[src/rtl/mul8u_seq_pkg.sv]
// rtl/mul8u_seq_pkg.sv - shared types, step tables and step-selection helpers for mul8u_seq_ctrl
package mul8u_seq_pkg;

    typedef enum logic [1:0] {
        ST_IDLE = 2'd0,
        ST_STEP = 2'd1,
        ST_WAIT = 2'd2,
        ST_DONE = 2'd3
    } state_t;

    typedef logic [1:0] step_t;

    // Bit k set: step k takes the high nibble of that operand.
    localparam logic [3:0] STEP_A_HI = 4'b1010;
    localparam logic [3:0] STEP_B_HI = 4'b1100;

    localparam logic [3:0] SHIFT_LO  = 4'd0;
    localparam logic [3:0] SHIFT_MID = 4'd4;
    localparam logic [3:0] SHIFT_HI  = 4'd8;

    function automatic logic [3:0] step_shift(input step_t k);
        logic [3:0] s;
        case (k)
            2'd0:    s = SHIFT_LO;
            2'd3:    s = SHIFT_HI;
            default: s = SHIFT_MID;
        endcase
        return s;
    endfunction

    function automatic logic [3:0] nib(input logic [7:0] v, input logic hi);
        return hi ? v[7:4] : v[3:0];
    endfunction

    // Steps that must run for this operand pair; all four when zero-skip is off.
    function automatic logic [3:0] req_mask(input logic [7:0] a, input logic [7:0] b,
                                            input logic skip);
        logic [3:0] m;
        for (int k = 0; k < 4; k++) begin
            m[k] = !skip || ((nib(a, STEP_A_HI[k]) != 4'd0) && (nib(b, STEP_B_HI[k]) != 4'd0));
        end
        return m;
    endfunction

    // Lowest required step index >= start; bit 2 set means none remain.
    function automatic logic [2:0] first_req(input logic [3:0] mask, input logic [2:0] start);
        logic [2:0] r;
        r = 3'd4;
        for (int j = 3; j >= 0; j--) begin
            if (mask[j] && (3'(j) >= start)) begin
                r = 3'(j);
            end
        end
        return r;
    endfunction

endpackage

[src/rtl/mul8u_seq_if.sv]
// rtl/mul8u_seq_if.sv - operand/product handshake and shared-core bus for mul8u_seq_ctrl
interface mul8u_seq_if;

    logic        in_valid;
    logic        in_ready;
    logic [7:0]  in_a;
    logic [7:0]  in_b;
    logic        out_valid;
    logic        out_ready;
    logic [15:0] out_p;
    logic        mul_en;
    logic [3:0]  mul_a;
    logic [3:0]  mul_b;
    logic [7:0]  mul_p;
    logic        busy;

    modport slave (
        input  in_valid, in_a, in_b, out_ready, mul_p,
        output in_ready, out_valid, out_p, mul_en, mul_a, mul_b, busy
    );

    modport master (
        output in_valid, in_a, in_b, out_ready, mul_p,
        input  in_ready, out_valid, out_p, mul_en, mul_a, mul_b, busy
    );

endinterface

[src/rtl/mul8u_step_acc.sv]
// rtl/mul8u_step_acc.sv - nibble selection and shifted accumulate for one multiply step
module mul8u_step_acc
    import mul8u_seq_pkg::*;
(
    input  step_t       step,
    input  logic [7:0]  op_a,
    input  logic [7:0]  op_b,
    input  logic [7:0]  mul_p,
    input  logic        acc_en,
    input  logic [15:0] acc_q,
    output logic [3:0]  nib_a,
    output logic [3:0]  nib_b,
    output logic [15:0] acc_upd
);

    always_comb begin
        nib_a   = nib(op_a, STEP_A_HI[step]);
        nib_b   = nib(op_b, STEP_B_HI[step]);
        acc_upd = acc_q;
        if (acc_en) begin
            // Wraps modulo 2^16 on purpose: an inexact core may overshoot.
            acc_upd = acc_q + ({8'd0, mul_p} << step_shift(step));
        end
    end

endmodule

[src/rtl/mul8u_seq_ctrl.sv]
// rtl/mul8u_seq_ctrl.sv - sequential 8x8 unsigned multiplier time-sharing one external 4x4 core
module mul8u_seq_ctrl
    import mul8u_seq_pkg::*;
#(
    parameter int SKIP_ZERO = 0,
    parameter int MUL_LAT   = 0
)(
    input  logic      clk,
    input  logic      rst,
    mul8u_seq_if.slave bus
);

    state_t      state_q, state_d;
    step_t       step_q, step_d;
    logic [7:0]  a_q, a_d;
    logic [7:0]  b_q, b_d;
    logic [15:0] acc_q, acc_d;
    logic [15:0] out_p_q, out_p_d;

    logic        acc_en;
    logic        live;
    logic [3:0]  nib_a, nib_b;
    logic [15:0] acc_upd;
    logic [2:0]  first_nxt;
    logic [2:0]  adv_nxt;

    assign live   = (state_q == ST_STEP) || (state_q == ST_WAIT);
    // A registered core delivers its product one cycle later, in WAIT.
    assign acc_en = (state_q == ST_WAIT) || ((state_q == ST_STEP) && (MUL_LAT == 0));

    mul8u_step_acc u_step_acc (
        .step    (step_q),
        .op_a    (a_q),
        .op_b    (b_q),
        .mul_p   (bus.mul_p),
        .acc_en  (acc_en),
        .acc_q   (acc_q),
        .nib_a   (nib_a),
        .nib_b   (nib_b),
        .acc_upd (acc_upd)
    );

    always_comb begin
        first_nxt = first_req(req_mask(bus.in_a, bus.in_b, SKIP_ZERO != 0), 3'd0);
        adv_nxt   = first_req(req_mask(a_q, b_q, SKIP_ZERO != 0), {1'b0, step_q} + 3'd1);

        state_d = state_q;
        step_d  = step_q;
        a_d     = a_q;
        b_d     = b_q;
        acc_d   = acc_q;
        out_p_d = out_p_q;

        case (state_q)
            ST_IDLE: begin
                if (bus.in_valid) begin
                    a_d   = bus.in_a;
                    b_d   = bus.in_b;
                    acc_d = '0;
                    if (first_nxt[2]) begin
                        state_d = ST_DONE;
                        out_p_d = '0;
                    end else begin
                        state_d = ST_STEP;
                        step_d  = first_nxt[1:0];
                    end
                end
            end
            ST_STEP, ST_WAIT: begin
                if ((state_q == ST_STEP) && (MUL_LAT != 0)) begin
                    state_d = ST_WAIT;
                end else begin
                    acc_d = acc_upd;
                    if (adv_nxt[2]) begin
                        state_d = ST_DONE;
                        out_p_d = acc_upd;
                    end else begin
                        state_d = ST_STEP;
                        step_d  = adv_nxt[1:0];
                    end
                end
            end
            ST_DONE: begin
                if (bus.out_ready) begin
                    state_d = ST_IDLE;
                end
            end
            default: state_d = ST_IDLE;
        endcase
    end

    always_ff @(posedge clk or posedge rst) begin
        if (rst) begin
            state_q <= ST_IDLE;
            step_q  <= '0;
            a_q     <= '0;
            b_q     <= '0;
            acc_q   <= '0;
            out_p_q <= '0;
        end else begin
            state_q <= state_d;
            step_q  <= step_d;
            a_q     <= a_d;
            b_q     <= b_d;
            acc_q   <= acc_d;
            out_p_q <= out_p_d;
        end
    end

    // Core operands are forced to zero when idle so the core does not toggle.
    assign bus.mul_en    = live;
    assign bus.mul_a     = live ? nib_a : 4'd0;
    assign bus.mul_b     = live ? nib_b : 4'd0;
    assign bus.in_ready  = (state_q == ST_IDLE);
    assign bus.out_valid = (state_q == ST_DONE);
    assign bus.busy      = (state_q != ST_IDLE);
    assign bus.out_p     = out_p_q;

endmodule

[src/flat_wrapper.sv]
// flat-port wrapper written by rule: the top's interface ports become plain ports
module mul8u_seq_ctrl_flat import mul8u_seq_pkg::*;
#(
    parameter int SKIP_ZERO = 0,
    parameter int MUL_LAT   = 0
)
  (clk, rst, bus_in_valid, bus_in_a, bus_in_b, bus_out_ready, bus_mul_p, bus_in_ready, bus_out_valid, bus_out_p, bus_mul_en, bus_mul_a, bus_mul_b, bus_busy);
  mul8u_seq_if bus_i ();
  input  logic clk;
  input  logic rst;
  input wire logic [$bits(bus_i.in_valid)-1:0] bus_in_valid;
  input wire logic [$bits(bus_i.in_a)-1:0] bus_in_a;
  input wire logic [$bits(bus_i.in_b)-1:0] bus_in_b;
  input wire logic [$bits(bus_i.out_ready)-1:0] bus_out_ready;
  input wire logic [$bits(bus_i.mul_p)-1:0] bus_mul_p;
  output wire logic [$bits(bus_i.in_ready)-1:0] bus_in_ready;
  output wire logic [$bits(bus_i.out_valid)-1:0] bus_out_valid;
  output wire logic [$bits(bus_i.out_p)-1:0] bus_out_p;
  output wire logic [$bits(bus_i.mul_en)-1:0] bus_mul_en;
  output wire logic [$bits(bus_i.mul_a)-1:0] bus_mul_a;
  output wire logic [$bits(bus_i.mul_b)-1:0] bus_mul_b;
  output wire logic [$bits(bus_i.busy)-1:0] bus_busy;
  assign bus_i.in_valid = bus_in_valid;
  assign bus_i.in_a = bus_in_a;
  assign bus_i.in_b = bus_in_b;
  assign bus_i.out_ready = bus_out_ready;
  assign bus_i.mul_p = bus_mul_p;
  assign bus_in_ready = bus_i.in_ready;
  assign bus_out_valid = bus_i.out_valid;
  assign bus_out_p = bus_i.out_p;
  assign bus_mul_en = bus_i.mul_en;
  assign bus_mul_a = bus_i.mul_a;
  assign bus_mul_b = bus_i.mul_b;
  assign bus_busy = bus_i.busy;
  mul8u_seq_ctrl #(.SKIP_ZERO(SKIP_ZERO), .MUL_LAT(MUL_LAT)) u_core (.clk(clk), .rst(rst), .bus(bus_i));
endmodule
[config.mk]
export PLATFORM = sky130hd
export DESIGN_NAME = mul8u_seq_ctrl_flat
export DESIGN_NICKNAME = d
export VERILOG_FILES = /design/src/rtl/mul8u_seq_pkg.sv /design/src/rtl/mul8u_seq_if.sv /design/src/rtl/mul8u_step_acc.sv /design/src/rtl/mul8u_seq_ctrl.sv /design/src/flat_wrapper.sv
export SDC_FILE = /design/constraint.sdc
export NUM_CORES = 1
export LEC_CHECK = 0
export ABC_AREA = 1
export ABC_CLOCK_PERIOD_IN_PS = 2800
export CAP_MARGIN = 20
export CORE_ASPECT_RATIO = 1.5
export CORE_MARGIN = 1
export CORE_UTILIZATION = 40
export CTS_CLUSTER_DIAMETER = 40
export DETAILED_ROUTE_END_ITERATION = 7
export HOLD_SLACK_MARGIN = 0.1
export RECOVER_POWER = 100
export SETUP_SLACK_MARGIN = 0.3
export SKIP_LAST_GASP = 1
export SLEW_MARGIN = 20
export SYNTH_ARGS = -nofsm -noshare
export SYNTH_HDL_FRONTEND = slang
export SYNTH_SLANG_ARGS = --single-unit
export TNS_END_PERCENT = 50
[constraint.sdc]
create_clock -name clk -period 2.8 [get_ports clk]
set_input_delay 0.42 -clock clk [delete_from_list [all_inputs] [get_ports clk]]
set_output_delay 0.42 -clock clk [all_outputs]
set_load 0.1 [all_outputs]
==> reports/metrics.csv, run 1 <==
metric,value,unit
status,completed,
worst_pin_slew,1.31,ns
synth_fp_nets,492,
grt_pass1_vias,2940,
drtAntennaViolNets,0,
crit_fanout,12,
start_util,41.2,%
antenna_found_initial,0,
num_antenna_cells,0,
finalCriticalPeriod,2.51,ns
synth.avg_cell_area,7.44,sq um
ys_types,27,
cp_slowest_cell,ha_1,
end_kind,primary output,
syn_inst,441,
hold_class,register to register,
cp-start-kind,register,
tritoncts,done,
num_vias,2927,
r2r_cells,11,
fin_nets,556,
grt-ovfl-total,0,
clockRootBuffer,clkbuf_16,
syn_to_final_growth,23.7,%
wl_per_cell,13.6,um
place_hpwl,6.33,mm
finalCritPeriodShare,89.7,%
die_h,113,um
fmax,398,MHz
grt_setup_unrepaired,yes,
drv_slew,0,
core,7960,sq um
drt_iter0_markers,129,
ys_async_sr_fraction,100,%
vias_per_cell,4.79,
setup_violations,0,
drive_gt1_share,13.6,%
rows,40,
yosys.area.top_type,dfrtp_1,
maxSlewHeadroom,12.5,%
setup_tns,0,ns
crit_chain,"inv_1, ha_1, o21ai_0, nor2_4, clkbuf_2",
grt_max_degree,53,
synth-edff-count,0,
yosys-top-cells-area,"dfrtp_1 40%, nand2_1 18%, ha_1 8.4%, inv_1 6.1%, mux2_2 5.5%",
die_area,8570,sq um
fin_area,4060,sq um
cts_buffer_depth,2,
syn_area,3280,sq um
layout.cells.non_filler,611,
synth_ff_type,dfrtp_1,
cts.clk_slew.worst_paths,0.07,ns
grt.total_usage,21.2,%
fin_skew,0.00530,ns
fillers,831,
cts_sinks,52,
drc,0,
io_pins,56,
synth_seq_cells,52,
gp_congestion,0.967,
port-buffer-count,55,
slowest_delay,0.51,ns
clock_latency,0.29,ns
dp.cells,598,
post_dp_cell_area,3950,sq um
yosysWarnings,0,
critPathCapture,bus_mul_a[0],
ctsHoldBuffers,0,
critPathArrivalTime,2.09,ns
firstDrtPassIters,4,
cts_made_buffers,5,
critical_path_class,register to primary output,
drt-total-wl,8.29,mm
maxCapViolations,0,
ys_seq_area_share,39.7,%
grt_pass1_wl,14.0,mm
critPathRequiredTime,2.38,ns
hold_viol_final,0,
critPathLaunch,u_core.state_q[1],
htreeDepth,2,
die_x,75.9,um
r2r_setup_slack,0.29,ns
r2r-end,u_core.bus.out_p[5],
yosysMostFrequentCell,nand2_1,
min_path_cells,2,
yosysTopAreaCellShare,39.7,%
regToRegStartpoint,u_core.step_q[0],
synth_common_cells,"153 x nand2_1, 53 x inv_1, 52 x dfrtp_1",
logic make-up (layout without fill, tap and decap cells):
group / count (synthesis) / in the layout / synth area share, %
fa+ha+maj: 23 / 23 / 9.00
compound gates: 38 / 38 / 6.07
xor+xnor: 4 / 4 / 1.07
buf+inv: 69 / 134 / 8.51
flops: 52 / 52 / 39.7
simple gates: 239 / 239 / 30.2
mux: 16 / 16 / 5.49
sequential cells by signal, summed over array words and instances, names as in the netlist:
name,flops
u_core.state_q,2
u_core.bus.out_p,16
u_core.acc_q,16
u_core.a_q,8
u_core.b_q,8
u_core.step_q,2
through the flow:
step	setup slack [ns]	util, %	hold WS (ns)
final	0.288	51.0	0.479
after global routing	0.135	51.0	0.511
after CTS	0.330	51.9	0.487
after detailed placement	0.170	49.6	0.467
after global placement	0.180	49.6	0.465
after floorplan	0.336	-	0.455
cells in the final DEF, fill, tap and decap left out, types with 8 or more instances in the layout:
| cell | instances |
|---|---|
| clkbuf_1 | 22 |
| nand2_1 | 154 |
| ha_1 | 22 |
| mux2_2 | 16 |
| inv_1 | 52 |
| o21ai_0 | 24 |
| buf_4 | 13 |
| clkdlybuf4s50_1 | 26 |
| nor2_4 | 8 |
| dfrtp_1 | 50 |
| nor2_1 | 31 |
| nand3_1 | 28 |
worst min-delay path by stage:
stage,start,end,slack [ns]
finish,u_core.bus.out_p[11],u_core.bus.out_p[11],0.48
floorplan,u_core.acc_q[8],u_core.acc_q[8],0.46
global placement,u_core.bus.out_p[11],u_core.bus.out_p[11],0.46
CTS,u_core.bus.out_p[11],u_core.bus.out_p[11],0.49
detailed placement,u_core.bus.out_p[11],u_core.bus.out_p[11],0.47
global route,u_core.bus.out_p[13],u_core.bus.out_p[13],0.51
layer usage:
layer	track usage (%)	vias to the layer above	routed length, um
met3	3.71	23	362
met4	11.8	0	391
li1	-	1507	-
met5	0	-	0
met2	39.7	79	4310
met1	22.2	1318	3230
timing repair:
item,in CTS,in global routing
pin swaps,1,2
endpoints found under the setup margin,20,20
gates resized for setup,9,10
buffers inserted,3,2
final cells by class:
cell class | count | area [sq um] | area share (%)
clock inverters | 1 | 8.76 | 0.216
well taps | 105 | 131 | 3.24
repair buffers | 66 | 479 | 11.8
multi-input cells | 320 | 1780 | 43.8
flip-flops and latches | 52 | 1300 | 32.1
clock buffers | 7 | 133 | 3.27
inverters | 60 | 225 | 5.55
worst max-delay path, delay by kind of cell (launching register included):
| family | cells | cell delay [ns] |
|---|---|---|
| buffers and inverters | 2 | 0.53 |
| adder cells (fa/ha/maj) | 1 | 0.51 |
| flip-flops | 1 | 0.40 |
| AO/OA/AOI/OAI | 1 | 0.23 |
| AND/OR/NAND/NOR | 1 | 0.12 |
Power of run 1 is left out: the tool's default activity adds up to more than one toggle a clock period on the data nets, which glitch-free logic cannot reach.
==> inputs of run 2 (changes only) <==
- ABC_AREA: 1 -> default
- CTS_CLUSTER_SIZE: default -> 8
- PLACE_DENSITY_LB_ADDON: default -> 0.05
==> reports/metrics.csv, run 2 <==
metric,value,unit,change
grt_setup_unrepaired,yes,,
critPathLaunch,u_core.step_q[0],,
synth_top_family_by_area,compound AO/OA/AOI/OAI gates,,
start_util,41.2,%,-0.054 points
drt_iter0_markers,108,,-16%
fin_skew,0.00589,ns,+0.000591 ns
met1_usage,24.6,%,+2.4 points
cts.clk_slew.worst_paths,0.07,ns,about the same
mostFrequentLayoutCell,buf_4,,
status,completed,,
maxCapViolations,0,,unchanged
tritoncts,done,,
synth_compound_area_share,17.1,%,+11 points
r2r_setup_slack,0.06,ns,-0.23 ns
syn_inst,322,,-27%
die_h,110,um,-2.2%
synthXorXnorAreaFrac,1.96,%,+0.89 points
layout.cells.non_filler,527,,-14%
finalCritPeriodShare,97.9,%,+8.2 points
die_x,74.3,um,-2.2%
clockRootBuffer,clkbuf_16,,
synth.avg_cell_area,9.73,sq um,+31%
setup_violations,0,,unchanged
antenna_found_initial,0,,unchanged
grt_max_degree,29,,-45%
drtAntennaViolNets,0,,unchanged
crit_chain,"ha_4, buf_12, mux2_4, nor2b_2, ha_2, nand4_1, buf_4, nor3_2, o21ai_2, a211o_2, nand3_1",,
num_vias,2839,,-3.0%
yosys-top-cells-area,"dfrtp_1 42%, ha_1 8.8%, mux2_2 7.9%, nand2_1 5.2%, mux2i_1 3.5%",,
fmax,365,MHz,-8.4%
min_to,u_core.bus.out_p[0],,
critPathArrivalTime,2.98,ns,+0.89 ns
grt-ovfl-total,0,,unchanged
yosysWarnings,0,,unchanged
num_antenna_cells,0,,unchanged
hold_start,u_core.bus.out_p[0],,
wl_per_cell,16.7,um,+23%
cts_sinks,52,,unchanged
layout_common_cells,"61 x buf_4, 52 x dfrtp_1, 43 x nand2_1, 26 x clkdlybuf4s50_1",,
critPathRequiredTime,3.03,ns,+0.65 ns
ys_types,45,,+67%
drt-total-wl,8.80,mm,+6.2%
use_met2,43.2,%,+3.5 points
ctsHoldBuffers,0,,unchanged
yosys.area.top_type,dfrtp_1,,
synth_common_cells,"52 x dfrtp_1, 43 x nand2_1, 24 x nor2_1",,
finalCriticalPeriod,2.74,ns,+0.229 ns
cts_buffer_depth,2,,unchanged
firstDrtPassIters,4,,unchanged
cp-start-kind,register,,
clock_latency,0.30,ns,about the same
place_hpwl,6.67,mm,+5.4%
hold_viol_final,0,,unchanged
synthSimpleGateAreaFrac,15.5,%,-15 points
ys_async_sr_fraction,100,%,unchanged
dp.cells,507,,-15%
synth_seq_cells,52,,unchanged
syn_to_final_growth,43.6,%,
io_pins,56,,unchanged
slowest_delay,0.41,ns,-0.10 ns
cts_made_buffers,5,,unchanged
critical_path_class,register to register,,
min_path_cells,2,,unchanged
end_kind,register,,
drive_gt1_share,34.8,%,+21 points
r2r-end,u_core.acc_q[13],,
drc,0,,unchanged
gp_congestion,0.879,,-9.1%
rows,39,,-2.5%
yosysMostFrequentCell,dfrtp_1,,
cp_slowest_cell,dfrtp_1,,
htreeDepth,2,,unchanged
synth-edff-count,0,,unchanged
synth_ff_type,dfrtp_1,,
crit_fanout,6,,-6
r2r_cells,11,,unchanged
maxSlewHeadroom,22.6,%,+10 points
hold_class,register to register,,
grt_pass1_wl,13.9,mm,-1.1%
synthMuxAreaShare,11.4,%,+5.9 points
die_area,8200,sq um,-4.4%
synth_fp_nets,373,,-24%
worst_pin_slew,1.17,ns,-0.147 ns
fin_nets,476,,-14%
met3_usage,3.64,%,-0.073 points
grt.busiest_layer,met2,,
vias_per_cell,5.39,,+12%
grt_pass1_vias,2847,,-3.2%
grt.total_usage,23.2,%,+2.0 points
yosysTopAreaCellShare,41.5,%,+1.9 points
core,7610,sq um,-4.3%
port-buffer-count,55,,unchanged
syn_area,3130,sq um,-4.5%
ys_seq_area_share,41.5,%,+1.9 points
synthAdderAreaFrac,9.42,%,+0.42 points
drv_slew,0,,unchanged
regToRegStartpoint,u_core.step_q[0],,
==> run 2: worst max-delay path by stage <==
| stage | end | slack (ns) | depth (start not counted) |
|---|---|---|---|
| after floorplan | u_core.bus.out_p[10] | 0.15 | 11 |
| after global placement | u_core.bus.out_p[8] | -0.19 | 10 |
| after detailed placement | u_core.acc_q[11] | -0.19 | 10 |
| after CTS | u_core.acc_q[11] | 0.001 | 11 |
| after global routing | u_core.acc_q[8] | -0.07 | 11 |
| final | u_core.acc_q[13] | 0.06 | 11 |
==> run 2: per-stage QoR <==
| stage | hold WS (ns) | setup TNS (ns) | setup WS, ns | utilization [%] | area (sq um) |
|---|---|---|---|---|---|
| 2_1_floorplan | 0.455 | 0 | 0.152 | - | 3260 |
| 3_3_place_gp | 0.463 | -1.99 | -0.188 | 54.3 | 4140 |
| 3_5_place_dp | 0.472 | -2.07 | -0.192 | 54.3 | 4140 |
| 4_1_cts | 0.490 | 0 | 0.00112 | 57.9 | 4410 |
| 5_1_grt | 0.521 | -0.197 | -0.0674 | 59.1 | 4500 |
| 6_report | 0.478 | 0 | 0.0584 | 59.1 | 4500 |
==> run 2: cell type report <==
class	instances	area, sq um
Clock buffer	7	153
Inverter	10	37.5
Tap cell	102	128
Sequential cell	52	1300
Multi-Input combinational cell	245	2050
Timing Repair Buffer	111	833
Fill cell	720	3110
==> run 2: routing by layer <==
layer / part of all wire [%] / wire length, um / up-vias
li1: - / - / 1370
met2: 54 / 4770 / 70
met3: 3.1 / 277 / 20
met5: 0 / 0 / -
met1: 39 / 3430 / 1379
met4: 3.7 / 324 / 0
==> run 2: logic make-up after synthesis <==
logic type                 Yosys count
buffers and inverters               25
adders and majority gates           23
DFF                                 52
xor gates and xnor gates             7
and+or+nand+nor                    106
AOI/OAI and AO/OA                   76
muxes                               33
==> run 2: timing repair <==
| item | in CTS | in global routing |
|---|---|---|
| setup buffers | 6 | 7 |
| pin swaps | 21 | 12 |
| setup endpoints to repair | 24 | 25 |
| gates resized for setup | 18 | 27 |
| hold endpoints to repair | 0 | 0 |
==> run 2: worst max-delay path, delay by kind of cell, from the launching register on <==
kind / cells / cell delay [ns]
compound gates: 2 / 0.45
mux: 1 / 0.31
flops: 1 / 0.41
fa+ha+maj: 2 / 0.69
simple gates: 4 / 0.51
buf+inv: 2 / 0.30
Power of run 2 is left out for the same reason.
